<file path="src/rtl/alu_pkg.sv">
// Shared types for the 4-bit ALU board: operand loader state encoding.
package alu_pkg;

  localparam int LOADER_STATE_W = 2;

  typedef enum logic [LOADER_STATE_W-1:0] {
    WAIT_X = 2'd0,
    WAIT_Y = 2'd1,
    READY  = 2'd2
  } loader_state_t;

endpackage

</file>
<file path="src/rtl/key_debouncer.sv">
// Load key conditioning: 2-flop synchronizer, debounce window, one-cycle press pulse.
// The debounce counter exists only when OPERAND_LOADER_DEBOUNCE_EN is defined.
module key_debouncer #(
  parameter int DEBOUNCE_CYCLES = 250000
) (
  input  logic clock,
  input  logic reset,
  input  logic key_n,
  output logic press_pulse
);

  logic sync1;
  logic sync2;
  logic key_level;
  logic key_level_d;

  // NOTE: flops reset to the idle (released) level so reset release never looks like a press.
  always_ff @(posedge clock or negedge reset) begin
    if (!reset) begin
      sync1 <= 1'b1;
      sync2 <= 1'b1;
    end else begin
      sync1 <= key_n;
      sync2 <= sync1;
    end
  end

`ifdef OPERAND_LOADER_DEBOUNCE_EN
  localparam int CNT_W = (DEBOUNCE_CYCLES > 1) ? $clog2(DEBOUNCE_CYCLES) : 1;
  localparam logic [CNT_W-1:0] CNT_LAST = CNT_W'(DEBOUNCE_CYCLES - 1);

  logic [CNT_W-1:0] cnt;

  // The level flips only after the new value has been seen for DEBOUNCE_CYCLES cycles in a row.
  always_ff @(posedge clock or negedge reset) begin
    if (!reset) begin
      key_level <= 1'b1;
      cnt       <= '0;
    end else if (sync2 == key_level) begin
      cnt <= '0;
    end else if (cnt == CNT_LAST) begin
      key_level <= sync2;
      cnt       <= '0;
    end else begin
      cnt <= cnt + CNT_W'(1);
    end
  end
`else
  logic unused_debounce_cfg;
  assign unused_debounce_cfg = (DEBOUNCE_CYCLES >= 1);
  assign key_level = sync2;
`endif

  always_ff @(posedge clock or negedge reset) begin
    if (!reset) begin
      key_level_d <= 1'b1;
    end else begin
      key_level_d <= key_level;
    end
  end

  // High for exactly the one cycle after the debounced level falls; release gives nothing.
  assign press_pulse = key_level_d & ~key_level;

endmodule

</file>
<file path="src/rtl/operand_loader.sv">
// Operand entry sequencer: one debounced key steps X -> Y -> ready, strobing the operand registers.
module operand_loader
  import alu_pkg::*;
#(
  parameter int WIDTH           = 4,
  parameter int DEBOUNCE_CYCLES = 250000
) (
  input  logic                      clock,
  input  logic                      reset,
  input  logic                      key_n,
  input  logic [WIDTH-1:0]          data_in,
  output logic [WIDTH-1:0]          data_out,
  output logic                      load_x,
  output logic                      load_y,
  output logic                      operands_valid,
  output logic [LOADER_STATE_W-1:0] state
);

  loader_state_t state_q;
  loader_state_t state_d;
  logic          press;
  logic          load_x_d;
  logic          load_y_d;
  logic          valid_d;

  key_debouncer #(
    .DEBOUNCE_CYCLES(DEBOUNCE_CYCLES)
  ) u_key (
    .clock      (clock),
    .reset      (reset),
    .key_n      (key_n),
    .press_pulse(press)
  );

  // Strobes, status and the captured value all move on the same edge as the state.
  always_ff @(posedge clock or negedge reset) begin
    if (!reset) begin
      state_q        <= WAIT_X;
      load_x         <= 1'b0;
      load_y         <= 1'b0;
      operands_valid <= 1'b0;
      data_out       <= '0;
    end else begin
      state_q        <= state_d;
      load_x         <= load_x_d;
      load_y         <= load_y_d;
      operands_valid <= valid_d;
      if (load_x_d || load_y_d) begin
        data_out <= data_in;
      end
    end
  end

  // NOTE: every combinational output gets a default first so no latch is inferred.
  always_comb begin
    state_d = state_q;
    case (state_q)
      WAIT_X:  if (press) state_d = WAIT_Y;
      WAIT_Y:  if (press) state_d = READY;
      READY:   if (press) state_d = WAIT_Y;
      default: state_d = WAIT_X;
    endcase
  end

  always_comb begin
    load_x_d = 1'b0;
    load_y_d = 1'b0;
    valid_d  = operands_valid;
    if (press) begin
      case (state_q)
        WAIT_X: begin
          load_x_d = 1'b1;
          valid_d  = 1'b0;
        end
        WAIT_Y: begin
          load_y_d = 1'b1;
          valid_d  = 1'b1;
        end
        READY: begin
          load_x_d = 1'b1;
          valid_d  = 1'b0;
        end
        default: ;
      endcase
    end
  end

  assign state = state_q;

endmodule

</file>
<file path="config.mk">
export PLATFORM = sky130hd
export DESIGN_NAME = operand_loader
export DESIGN_NICKNAME = d
export VERILOG_FILES = /design/src/rtl/alu_pkg.sv /design/src/rtl/key_debouncer.sv /design/src/rtl/operand_loader.sv
export SDC_FILE = /design/constraint.sdc
export NUM_CORES = 1
export LEC_CHECK = 0
export CAP_MARGIN = 20
export CORE_AREA = 2 2 39 41
export DETAILED_ROUTE_END_ITERATION = 10
export DIE_AREA = 0 0 41 43
export PLACE_DENSITY = 0.62
export SYNTH_ARGS = -nofsm -noshare
export SYNTH_HDL_FRONTEND = slang
export SYNTH_HIERARCHICAL = 1
export SYNTH_SLANG_ARGS = --single-unit
</file>
<file path="constraint.sdc">
create_clock -name clock -period 2.21 [get_ports clock]
set_clock_uncertainty 0.2 [all_clocks]
set_input_delay 0.3315 -clock clock [delete_from_list [all_inputs] [get_ports clock]]
set_output_delay 0.3315 -clock clock [all_outputs]
set_load 0.01 [all_outputs]
</file>
==> impl_metrics.env, run 1 <==
export IMPL_run_status="complete, no violations"
export IMPL_number_of_global_route_vias_before_repair=301
export IMPL_swShare=0.265
export IMPL_final_report_setup_violation_count=0
export IMPL_cap_viol_max_count=0
export IMPL_number_of_cts_inserted_buffers=3
export IMPL_grt_first_pass_wirelength_mm=1.24
export IMPL_die_area_sq_um=1760
export IMPL_synth_area_leaders="sky130_fd_sc_hd__dfrtp_1 (51%), sky130_fd_sc_hd__dfstp_2 (18%), sky130_fd_sc_hd__mux2_2 (10%)"
export IMPL_seq_power_share=0.504
export IMPL_grt_overflow_total=0
export IMPL_asyncSetResetFlopFracSynth=1.00
export IMPL_finish_instance_area_sq_um=639
export IMPL_crit_path_arrival_time_ns=1.34
export IMPL_place_congestion=0.713
export IMPL_power_density_cell_area_nw_per_um2=920
export IMPL_critPathTopFamily="buffers and inverters"
export IMPL_worst_path_max_delay_cell="sky130_fd_sc_hd__clkdlybuf4s50_1"
export IMPL_route_vias_total=280
export IMPL_clock_sinks=12
export IMPL_detailedRoute_firstIterationViolations=0
export IMPL_clkLatencyLatePin_ns=0.27
export IMPL_number_of_antenna_violations_at_the_first_check_in_global_routing=0
export IMPL_ys_dominant_reg_cell="sky130_fd_sc_hd__dfrtp_1"
export IMPL_worstMarginPinSlew_ns=0.517
export IMPL_synth_largest_area_cell="sky130_fd_sc_hd__dfrtp_1"
export IMPL_synthDistinctLibCells=13
export IMPL_p_sw_uw=156
export IMPL_peakVddDrop_uv=428
export IMPL_min_delay_path_class="reg2reg"
export IMPL_synth_edf_count=0
export IMPL_clock_root_buffer="sky130_fd_sc_hd__clkbuf_4"
export IMPL_area_grow_syn2layout_pct=44.4
export IMPL_max_freq_ghz=0.535
export IMPL_worst_r2r_setup_slack_ns=0.62
export IMPL_final_min_clock_period_ns=1.87
export IMPL_multi_input_logic_area_sq_um=135
export IMPL_htree_num_levels=1
export IMPL_grt_max_degree=13
export IMPL_clock_tree_from_tritoncts="done"
export IMPL_ratio_of_routed_vias_to_standard_cells=4.52
export IMPL_drive_gt1_frac=0.304
export IMPL_worst_ep_required_time_ns=1.68
export IMPL_drt_total_wl_microns=759
export IMPL_antenna_diode_count=0
export IMPL_yosysWarningCount=6
export IMPL_total_power_uw=588
export IMPL_area_of_the_mapped_netlist_sq_um=443
export IMPL_cp_cell_sequence="clkdlybuf4s50_1"
export IMPL_power_leakage_uw=0.000276
export IMPL_postCtsSetupBuffers=0
export IMPL_layout_area_seq_sq_um=304
export IMPL_power_report_internal_total_uw=432
export IMPL_die_w_microns=41
export IMPL_fin_tns_setup_ns=0
export IMPL_cts_buffer_depth=2
export IMPL_dr_pass1_iters=1
export IMPL_timing_max_slew_rel_slack=0.654
export IMPL_final_worst_path_period_share=0.845
export IMPL_clkSlewWorstSetupHoldPaths_ns=0.08
export IMPL_post_cts_resize_count=0
export IMPL_synth_yosys_seq_area_share=0.686
export IMPL_chipHeight_microns=43
export IMPL_number_of_hold_buffers_added_after_cts=0
export IMPL_dpl_instance_area_sq_um=613
export IMPL_final_net_count=54
export IMPL_pin_count=16
export IMPL_worstPathMaxFanout=6
export IMPL_post_syn_nets=34
export IMPL_setup_repair_after_global_routing_missed_its_margin="no"
export IMPL_placement_io_buffers=15
export IMPL_core_area_sq_um=1380
export IMPL_postSynthCellCount=27
export IMPL_synth_area_per_cell_sq_um=16.4
export IMPL_setup_worst_path_end_class="output pin"
export IMPL_crit_type="reg2out"
export IMPL_final_hold_violation_count=0
export IMPL_fillCellCount=125
export IMPL_final_max_slew_viol_count=0
export IMPL_start_kind="flip-flop"
export IMPL_netlist_area_leader_share=0.508
export IMPL_route_detailed_drc=0
export IMPL_track_usage=0.109
export IMPL_share_clk_of_total_power=0.233
export IMPL_ys_ff_latch=12
export IMPL_rows=14
export IMPL_netlist_top_cells_count="sky130_fd_sc_hd__dfrtp_1 (9), sky130_fd_sc_hd__mux2_2 (4), sky130_fd_sc_hd__dfstp_2 (3)"
export IMPL_wl_per_cell_microns=12.2
export IMPL_yosys_cell_count_top_type="sky130_fd_sc_hd__dfrtp_1"
export IMPL_route_antenna_remaining_nets=0
export IMPL_combinationalPowerShare=0.263
export IMPL_number_of_buffers_and_inverters_on_the_critical_path=1
export IMPL_crit_path_max_incr_delay_ns=0.59
export IMPL_initial_core_util=0.320
## per-stage QoR
stage          hold WS, ns  worst slack, ns   util  instances
6_report             0.157            0.342  0.462         62
5_1_grt              0.161            0.276  0.462         62
4_1_cts              0.159            0.332  0.462         62
3_5_place_dp         0.148            0.605  0.443         58
3_3_place_gp         0.150            0.647  0.443         58
2_1_floorplan       -0.164            0.681      -         27
## area by class of cell
| class | instances | share of cell area |
|---|---|---|
| multi-input cells | 14 | 0.211 |
| inverters | 1 | 0.00587 |
| well taps | 16 | 0.0313 |
| flip-flops and latches | 12 | 0.476 |
| repair buffers | 15 | 0.235 |
| clock buffers | 4 | 0.0411 |
## worst paths after layout
kind | from | end | cells past startpoint
hold / removal | u_key/sync1 | u_key/key_level | 0
setup / recovery | state[0] | state[0] | 1
min in group asynchronous | reset | operands_valid | 1
setup reg to reg | u_key/key_level_d | data_out[2] | 3
max in group asynchronous | reset | u_key/key_level | 1
hold reg to reg | u_key/sync1 | u_key/key_level | 0
## sequential cells by signal, indices dropped and copies added (netlist names)
register,cells
u_key/sync1,1
load_x,1
state,2
load_y,1
u_key/key_level,1
u_key/key_level_d,1
data_out,4
operands_valid,1
## cells by family (layout without fill, tap and decap cells)
logic type / count (synthesis) / count (layout) / synth area share
buffers and inverters: 1 / 20 / 0.00847
flip-flops: 12 / 12 / 0.686
multiplexers: 4 / 4 / 0.102
AO/OA/AOI/OAI: 2 / 2 / 0.0537
AND/OR/NAND/NOR: 8 / 8 / 0.150
## power by group through the flow
stage               clock [uW]  sequential, uW  combinational [uW]
floorplan                    0             313                45.5
global placement             0             299                 155
detailed placement           0             300                 157
CTS                        144             298                 157
global route               159             302                 168
finish                     137             297                 155
## placed cells by master, fill, tap and decap left out, drive strengths merged
cell type	count
clkbuf	4
a21boi	1
mux2	4
inv	1
nor3b	2
dfstp	3
or2b	1
nor2b	2
and3b	1
or2	2
a21oi	1
clkdlybuf4s50	15
dfrtp	9
## routing by layer
metal  routed length, microns  GRT usage  up-vias
met5                        0          0        -
met4                        0     0.0600        0
met3                       81     0.0471        0
met2                      384      0.159       15
met1                      293      0.127      137
li1                         -          -      128
No activity file was read; power rests on OpenSTA's default activity.
==> inputs of run 2 (changes only) <==
--- a/config.mk
+++ b/config.mk
@@ -9,7 +9,7 @@
 export CORE_AREA = 2 2 39 41
 export DETAILED_ROUTE_END_ITERATION = 10
 export DIE_AREA = 0 0 41 43
-export PLACE_DENSITY = 0.62
+export PLACE_DENSITY = 0.64
 export SYNTH_ARGS = -nofsm -noshare
 export SYNTH_HDL_FRONTEND = slang
 export SYNTH_HIERARCHICAL = 1
==> constraint.sdc (replaced) <==
create_clock -name clock -period 1.5 [get_ports clock]
set_clock_uncertainty 0.2 [all_clocks]
set_input_delay 0.225 -clock clock [delete_from_list [all_inputs] [get_ports clock]]
set_output_delay 0.225 -clock clock [all_outputs]
set_load 0.01 [all_outputs]
==> impl_metrics.env, run 2 (synthesis results as in run 1) <==
export IMPL_grtUsageMet1=0.133
export IMPL_route_vias_total=297
export IMPL_cts_buffer_depth=2
export IMPL_core_area_sq_um=1380
export IMPL_rows=14
export IMPL_dr_pass1_iters=2
export IMPL_dpl_instance_area_sq_um=643
export IMPL_power_density_cell_area_nw_per_um2=1340
export IMPL_setup_worst_path_end_class="flip-flop"
export IMPL_max_freq_ghz=0.645
export IMPL_failed_checks="negative setup slack"
export IMPL_clock_sinks=12
export IMPL_die_area_sq_um=1760
export IMPL_clkSlewWorstSetupHoldPaths_ns=0.07
export IMPL_grt_overflow_total=0
export IMPL_grt_first_pass_wirelength_mm=1.32
export IMPL_placement_io_buffers=15
export IMPL_setup_repair_after_global_routing_missed_its_margin="yes"
export IMPL_dp_hpwl_microns=590
export IMPL_crit_path_arrival_time_ns=1.49
export IMPL_chipHeight_microns=43
export IMPL_number_of_global_route_vias_before_repair=307
export IMPL_final_hold_violation_count=0
export IMPL_timing_max_slew_rel_slack=0.854
export IMPL_grt_met2_usage=0.175
export IMPL_place_congestion=0.689
export IMPL_drt_total_wl_microns=774
export IMPL_start_kind="flip-flop"
export IMPL_finish_instance_area_sq_um=696
export IMPL_worstMarginPinSlew_ns=0.219
export IMPL_final_net_count=59
export IMPL_worstPathMaxFanout=4
export IMPL_final_worst_path_period_share=1.03
export IMPL_track_usage=0.119
export IMPL_fillCellCount=125
export IMPL_wl_per_cell_microns=11.6
export IMPL_clock_root_buffer="sky130_fd_sc_hd__clkbuf_4"
export IMPL_final_max_slew_viol_count=0
export IMPL_final_report_setup_violation_count=4
export IMPL_regMostFlops="data_out"
export IMPL_route_detailed_drc=0
export IMPL_final_min_clock_period_ns=1.55
export IMPL_min_delay_path_class="in2async"
export IMPL_initial_core_util=0.320
export IMPL_htree_num_levels=1
export IMPL_detailedRoute_firstIterationViolations=1
export IMPL_antenna_diode_count=0
export IMPL_area_grow_syn2layout_pct=57.1
export IMPL_grt_max_degree=13
export IMPL_final_cell_mix="sky130_fd_sc_hd__dfrtp_1 (9), sky130_fd_sc_hd__dlygate4sd2_1 (9), sky130_fd_sc_hd__clkdlybuf4s50_1 (6)"
export IMPL_crit_type="reg2reg"
export IMPL_power_leakage_uw=0.000345
export IMPL_number_of_antenna_violations_at_the_first_check_in_global_routing=0
export IMPL_layout_area_seq_sq_um=304
export IMPL_pin_count=16
export IMPL_peakVddDrop_uv=659
export IMPL_worst_ep_required_time_ns=1.44
export IMPL_route_antenna_remaining_nets=0
export IMPL_run_status="complete, but fails checks"
export IMPL_final_critical_path_setup_slack_ns=-0.0501
export IMPL_clkLatencyLatePin_ns=0.26
export IMPL_number_of_hold_buffers_added_after_cts=0
export IMPL_clock_tree_from_tritoncts="done"
export IMPL_largest_register_ffs=4
export IMPL_die_w_microns=41
export IMPL_grt_util_met3=0.0471
export IMPL_finalCoreUtilization=0.503
export IMPL_multi_input_logic_area_sq_um=155
export IMPL_ratio_of_routed_vias_to_standard_cells=4.43
export IMPL_cap_viol_max_count=0
export IMPL_global_routing_s_busiest_layer="met2"
export IMPL_drive_gt1_frac=0.392
export IMPL_number_of_cts_inserted_buffers=3
==> run 2: area by class of cell <==
type,count,area share
timing repair buffer,20,0.254
sequential,12,0.437
clock buffer,4,0.0522
tap,16,0.0288
multi-input combinational,14,0.223
inverter,1,0.00540
==> run 2: path summary, 6_finish.rpt <==
check | from | to | slack (ns) | depth (start not counted)
max in group asynchronous | reset | u_key/sync1 | 0.82 | 2
min in group clock | u_key/sync1 | u_key/key_level | 0.16 | 0
worst min register to register | u_key/sync1 | u_key/key_level | 0.16 | 0
worst min-delay path | reset | state[0] | 0.06 | 2
worst max-delay path | u_key/key_level_d | data_out[1] | -0.05 | 3
worst max register to register | u_key/key_level_d | data_out[1] | -0.05 | 3
==> run 2: per-stage QoR <==
step	hold slack (ns)	TNS [ns]	setup WS [ns]	cells	total power [uW]
2_1_floorplan	-0.271	-0.116	-0.0290	27	528
3_3_place_gp	0.150	-0.0116	-0.00354	62	695
3_5_place_dp	0.147	-0.142	-0.0450	62	704
4_1_cts	0.0624	-0.188	-0.0515	67	938
5_1_grt	0.0491	-0.323	-0.0841	67	1000
6_report	0.0575	-0.181	-0.0501	67	933
==> run 2: worst max-delay path, stage by stage (launching register included) <==
cell                       delay, ns
sky130_fd_sc_hd__dfstp_2        0.52
sky130_fd_sc_hd__nor2b_4        0.13
sky130_fd_sc_hd__a21boi_4       0.26
sky130_fd_sc_hd__mux2_4         0.32
==> run 2: metal layers <==
layer | vias to the layer above | wire [microns]
met5 | - | 0
met4 | 0 | 10
met3 | 2 | 98
met2 | 16 | 401
met1 | 143 | 265
li1 | 136 | -
==> run 2: power by group <==
group	internal, uW	switching (uW)	total [uW]	leakage, uW
registers	384	28.6	412	0.000142
clock network	147	96.5	244	0.0000210
logic	162	115	277	0.000181
==> run 2: repair_timing <==
item	CTS	global route
gates resized for setup	13	1
buffers inserted	1	0
endpoints found under the setup margin	13	5
gates cloned	0	0
==> RTL change 1: new RTL, flow settings as in run 1 <==
Add an input register stage for `key_n` and `data_in`; this delays them by one clock.
--- a/src/rtl/operand_loader.sv
+++ b/src/rtl/operand_loader.sv
@@ -16,6 +16,14 @@
   output logic [LOADER_STATE_W-1:0] state
 );
 
+  logic key_n_q;
+  logic [WIDTH-1:0] data_q;
+
+  always_ff @(posedge clock) begin
+    key_n_q <= key_n;
+    data_q  <= data_in;
+  end
+
   loader_state_t state_q;
   loader_state_t state_d;
   logic          press;
@@ -28,7 +36,7 @@
   ) u_key (
     .clock      (clock),
     .reset      (reset),
-    .key_n      (key_n),
+    .key_n      (key_n_q),
     .press_pulse(press)
   );
 
@@ -46,7 +54,7 @@
       load_y         <= load_y_d;
       operands_valid <= valid_d;
       if (load_x_d || load_y_d) begin
-        data_out <= data_in;
+        data_out <= data_q;
       end
     end
   end
Check against the original RTL: not equivalent (a bounded check fails within 4 cycles, from zero or initial values and one cycle with reset low).
==> RTL change 1 against run 1 <==
Worst setup slack lost 0.012 ns. Critical path depth is the same. Cell count grew 8.1%. Global-route usage grew 0.74 points. Core utilization grew 7.3 points. Sequential cell count grew 5. Die area is the same. Area after synthesis grew 23%. Sequential share of layout area grew 7.0 points. Wire length grew 7.9%. Register-to-register slack lost 0.03 ns. Power grew 19%. Final area grew 16%. Critical endpoint unchanged. Largest cell class unchanged.
==> RTL change 1: results (changes against run 1) <==
| Metric | Value |
|---|---|
| Synth top area cells | `dfrtp_1 41%, dfxtp_1 18%, dfstp_2 15%` |
| FFs w/ async S/R, synth | `70.59% (-29 points)` |
| Met2 usage | `18.13% (+2.2 points)` |
| Crit. Startpoint | `state[0]` |
| R2R Setup Slk | `0.59 ns (-0.03 ns)` |
| Min-Delay Endpoint | `u_key/sync1` |
| Sw frac | `25.25% (-1.2 points)` |
| R2R cell count | `3 (unchanged)` |
| FILL cells | `114 (-8.8%)` |
| Slew @ Worst Pin | `0.5258 ns (+0.008333 ns)` |
| Seq/Total Area, Yosys | `74.42% (+5.8 points)` |
| Hold Crit Start | `key_n_q` |
| Fin nets | `59 (+9.3%)` |
| CTS Buf Count | `3 (unchanged)` |
| M3 GR Usage | `5.236% (+0.52 points)` |
| Avg WL per Cell | `12.22 microns (-0.15%)` |
| Global-route wire length before repair | `1317 microns (+6.0%)` |
| Arrival time worst endpoint | `approximately 1.4 ns` |
| Drt pass-1 iters | `2 (+1)` |
| GRT Total Usage | `11.60% (+0.74 points)` |
| RR Endpoint | `data_out[1]` |
| WL met1 | `327 microns (+12%)` |
| Syn nets | `39 (+15%)` |
| Hold/Removal Path Class | `flop to flop` |
| WL met2 | `429 microns (+12%)` |
| Vias in the first global route | `320 (+6.3%)` |
| WL met3 | `63 microns (-22%)` |
| Clk network pwr share | `21.9% (-1.4 points)` |
| Post-CTS sizing | `0 (unchanged)` |
| Layout cells sized above 1 | `29.41% (-1.0 points)` |
| Hold slack final | `0.1044 ns (-0.05225 ns)` |
| CTS H-tree depth | `1 (unchanged)` |
| Yosys warns | `6 (unchanged)` |
| Largest net degree at the start of global routing | `13 (unchanged)` |
| Maximum vdd ir drop | `434.3 uV (+1.6%)` |
| Slowest CP cell | `clkdlybuf4s50_1` |
| Most frequent cells after synthesis | `9 x dfrtp_1, 5 x dfxtp_1, 4 x mux2_2` |
| Status | `finished, final reports clean` |
| Worst-path fanout max | `6 (unchanged)` |
| First DRT Iteration DRCs | `2 (+2)` |
| CP delay by family, top | `buffers and inverters` |
| Via Count | `305 (+8.9%)` |
| Worst-path clk slew | `0.09 ns` |
| Grt met1 use | `12.46% (-0.26 points)` |
| Number of distinct library cells after synthesis | `14 (+1)` |
| Clock Path Buffers | `2 (unchanged)` |
| Placer Congestion | `0.5485 (-23%)` |
| Static leakage | `0.3205 nW (+16%)` |
RTL change 1: cell types whose count changed after synthesis:
cell / before / now
dfxtp_1: 0 / 5
RTL change 1: area by class of cell:
class	count	area, sq um	area share (%)
repair buffers	15	150.1	20.27
clock buffers	3	22.52	3.041
flip-flops and latches	17	404.1	54.56
inverters	1	3.754	0.5068
multi-input cells	14	135.1	18.24
clock inverters	1	5.005	0.6757
well taps	16	20.02	2.703
RTL change 1: metrics by stage:
stage	worst slack (ns)	instances	power (W)	instance area, sq um
after floorplan	0.6812	32	0.0004562	543.0
after global placement	0.6370	63	0.0005501	713.2
after CTS	0.3109	67	0.0007124	740.7
final	0.3299	67	0.0007017	740.7
after global routing	0.2374	67	0.0007506	740.7
after detailed placement	0.6019	63	0.0005579	713.2
RTL change 1: cell families after synthesis:
group,count (synthesis),share of synthesized area [%]
flops,17,74.43
simple gates,8,12.21
mux,4,8.294
compound gates,2,4.377
buf+inv,1,0.6906
==> RTL change 2: new RTL, settings of run 1 <==
Made on the original files. The parameter `WIDTH` goes from 4 to 6.
--- a/src/rtl/operand_loader.sv
+++ b/src/rtl/operand_loader.sv
@@ -2,7 +2,7 @@
 module operand_loader
   import alu_pkg::*;
 #(
-  parameter int WIDTH           = 4,
+  parameter int WIDTH           = 6,
   parameter int DEBOUNCE_CYCLES = 250000
 ) (
   input  logic                      clock,
Ports: changed (resized data_in and data_out); port bits go from 16 to 20. No check against the original RTL was run, so the function may have changed too.
==> RTL change 2 against run 1 <==
Final area increased by 19%. Sequential cell count increased by 2. Non-clock buffer count rose by 4. Power rose by 21%. Via count is 14% higher. Wire length is 21% higher. Area after synthesis rose by 17%. Worst setup slack improved by 0.0026 ns.
==> RTL change 2: results (changes against run 1) <==
| Metric | Value |
|---|---|
| Status | `finished, final reports clean` |
| Most frequent cells after synthesis | `11 x dfrtp_1, 6 x mux2_2, 3 x dfstp_2` |
| GRT Total Usage | `14.24% (+3.4 points)` |
| Seq/Total Area, Yosys | `68.52% (-0.12 points)` |
| Post-CTS sizing | `0 (unchanged)` |
| CP delay by family, top | `buffers and inverters` |
| Pre-CTS setup slack | `0.5319 ns (-0.07263 ns)` |
| Hold/Removal Path Class | `flop to flop` |
| CTS H-tree depth | `1 (unchanged)` |
| Root buf cell | `clkbuf_4` |
| Worst-path fanout max | `6 (unchanged)` |
| FILL cells | `116 (-7.2%)` |
| Worst-path clk slew | `0.08 ns (about the same)` |
| EDFF count, synth | `0 (unchanged)` |
| Largest net degree at the start of global routing | `15 (+2)` |
| Register with the most flip-flops | `data_out` |
| Skew-Pair Late Insertion Delay | `0.27 ns (about the same)` |
| Vias/cell | `4.543 (+0.59%)` |
| Critical Path Max Stage Delay | `between 0.5 and 0.6 ns` |
| Initial antenna violation count | `0 (unchanged)` |
| Placed Area | `726.9 sq um (+19%)` |
| Max FFs per register | `6 (+2)` |
| Ant diodes | `0 (unchanged)` |
| Synth top area cells | `dfrtp_1 53%, dfstp_2 15%, mux2_2 13%` |
| Static leakage | `0.3275 nW (+19%)` |
| Number of distinct library cells after synthesis | `13 (unchanged)` |
| Buffers added on ports | `19 (+4)` |
| Fin nets | `64 (+19%)` |
| Max-slew headroom at the worst pin | `60.00% (-5.4 points)` |
| Drt pass-1 iters | `4 (+3)` |
| Met2 usage | `23.13% (+7.2 points)` |
| Clock Path Buffers | `2 (unchanged)` |
| Layout cells sized above 1 | `33.33% (+2.9 points)` |
| Final WL | `915 microns (+21%)` |
| Syn nets | `40 (+18%)` |
| Vias in the first global route | `383 (+27%)` |
| M3 GR Usage | `3.665% (-1.0 points)` |
| Placer Congestion | `0.6285 (-12%)` |
| Arrival time worst endpoint | `between 1 and 1.5 ns` |
| Yosys warns | `6 (unchanged)` |
| Postcts setup bufs | `0 (unchanged)` |
| Global-route wire length before repair | `1621 microns (+31%)` |
| First DRT Iteration DRCs | `2 (+2)` |
| FFs w/ async S/R, synth | `100.0% (unchanged)` |
| Maximum vdd ir drop | `383.1 uV (-10%)` |
| Slowest CP cell | `clkdlybuf4s50_1` |
| Grt met1 use | `15.81% (+3.1 points)` |
| CTS Buf Count | `3 (unchanged)` |
## RTL change 2: cell types whose count changed after synthesis, sizes merged
| cell | before | now |
|---|---|---|
| mux2 | 4 | 6 |
| dfrtp | 9 | 11 |
## RTL change 2: worst paths after layout
check	startpoint	end	slack, ns	depth (start not counted)
max in group asynchronous	reset	state[1]	1.19	1
hold / removal	u_key/sync1	u_key/key_level	0.16	0
setup reg to reg	u_key/key_level_d	data_out[1]	0.54	3
hold reg to reg	u_key/sync1	u_key/key_level	0.16	0
setup / recovery	state[0]	state[0]	0.34	1
min in group asynchronous	reset	state[0]	0.23	1
## RTL change 2: final cells by class
| type | count | area share (%) |
|---|---|---|
| Sequential cell | 14 | 46.39 |
| Timing Repair Buffer | 19 | 24.92 |
| Multi-Input combinational cell | 16 | 20.82 |
| Clock buffer | 4 | 4.754 |
| Tap cell | 16 | 2.623 |
| Inverter | 1 | 0.4918 |
## RTL change 2: kinds of logic after synthesis
kind of cell           after synthesis  share of synthesized area (%)
DFF                                 14                          68.52
buffers and inverters                1                         0.7257
and+or+nand+nor                      8                          13.08
AOI/OAI and AO/OA                    2                          4.600
muxes                                6                          13.07
## RTL change 2: layer usage
metal / routed length (microns) / vias to the layer above
met3: 62 / 0
li1: - / 149
met2: 507 / 14
met5: 0 / -
met1: 344 / 155
met4: 0 / 0
## RTL change 2: through the flow
stage	util [%]	instances
2_1_floorplan	-	31
3_3_place_gp	52.53	66
3_5_place_dp	52.53	66
4_1_cts	55.15	70
5_1_grt	55.15	70
6_report	55.15	70
## RTL change 2: where the power goes
group          switching [W]  internal [W]
combinational      0.0000652      0.000125
sequential         0.0000402      0.000304
clock              0.0000749      0.000100
total               0.000180      0.000529
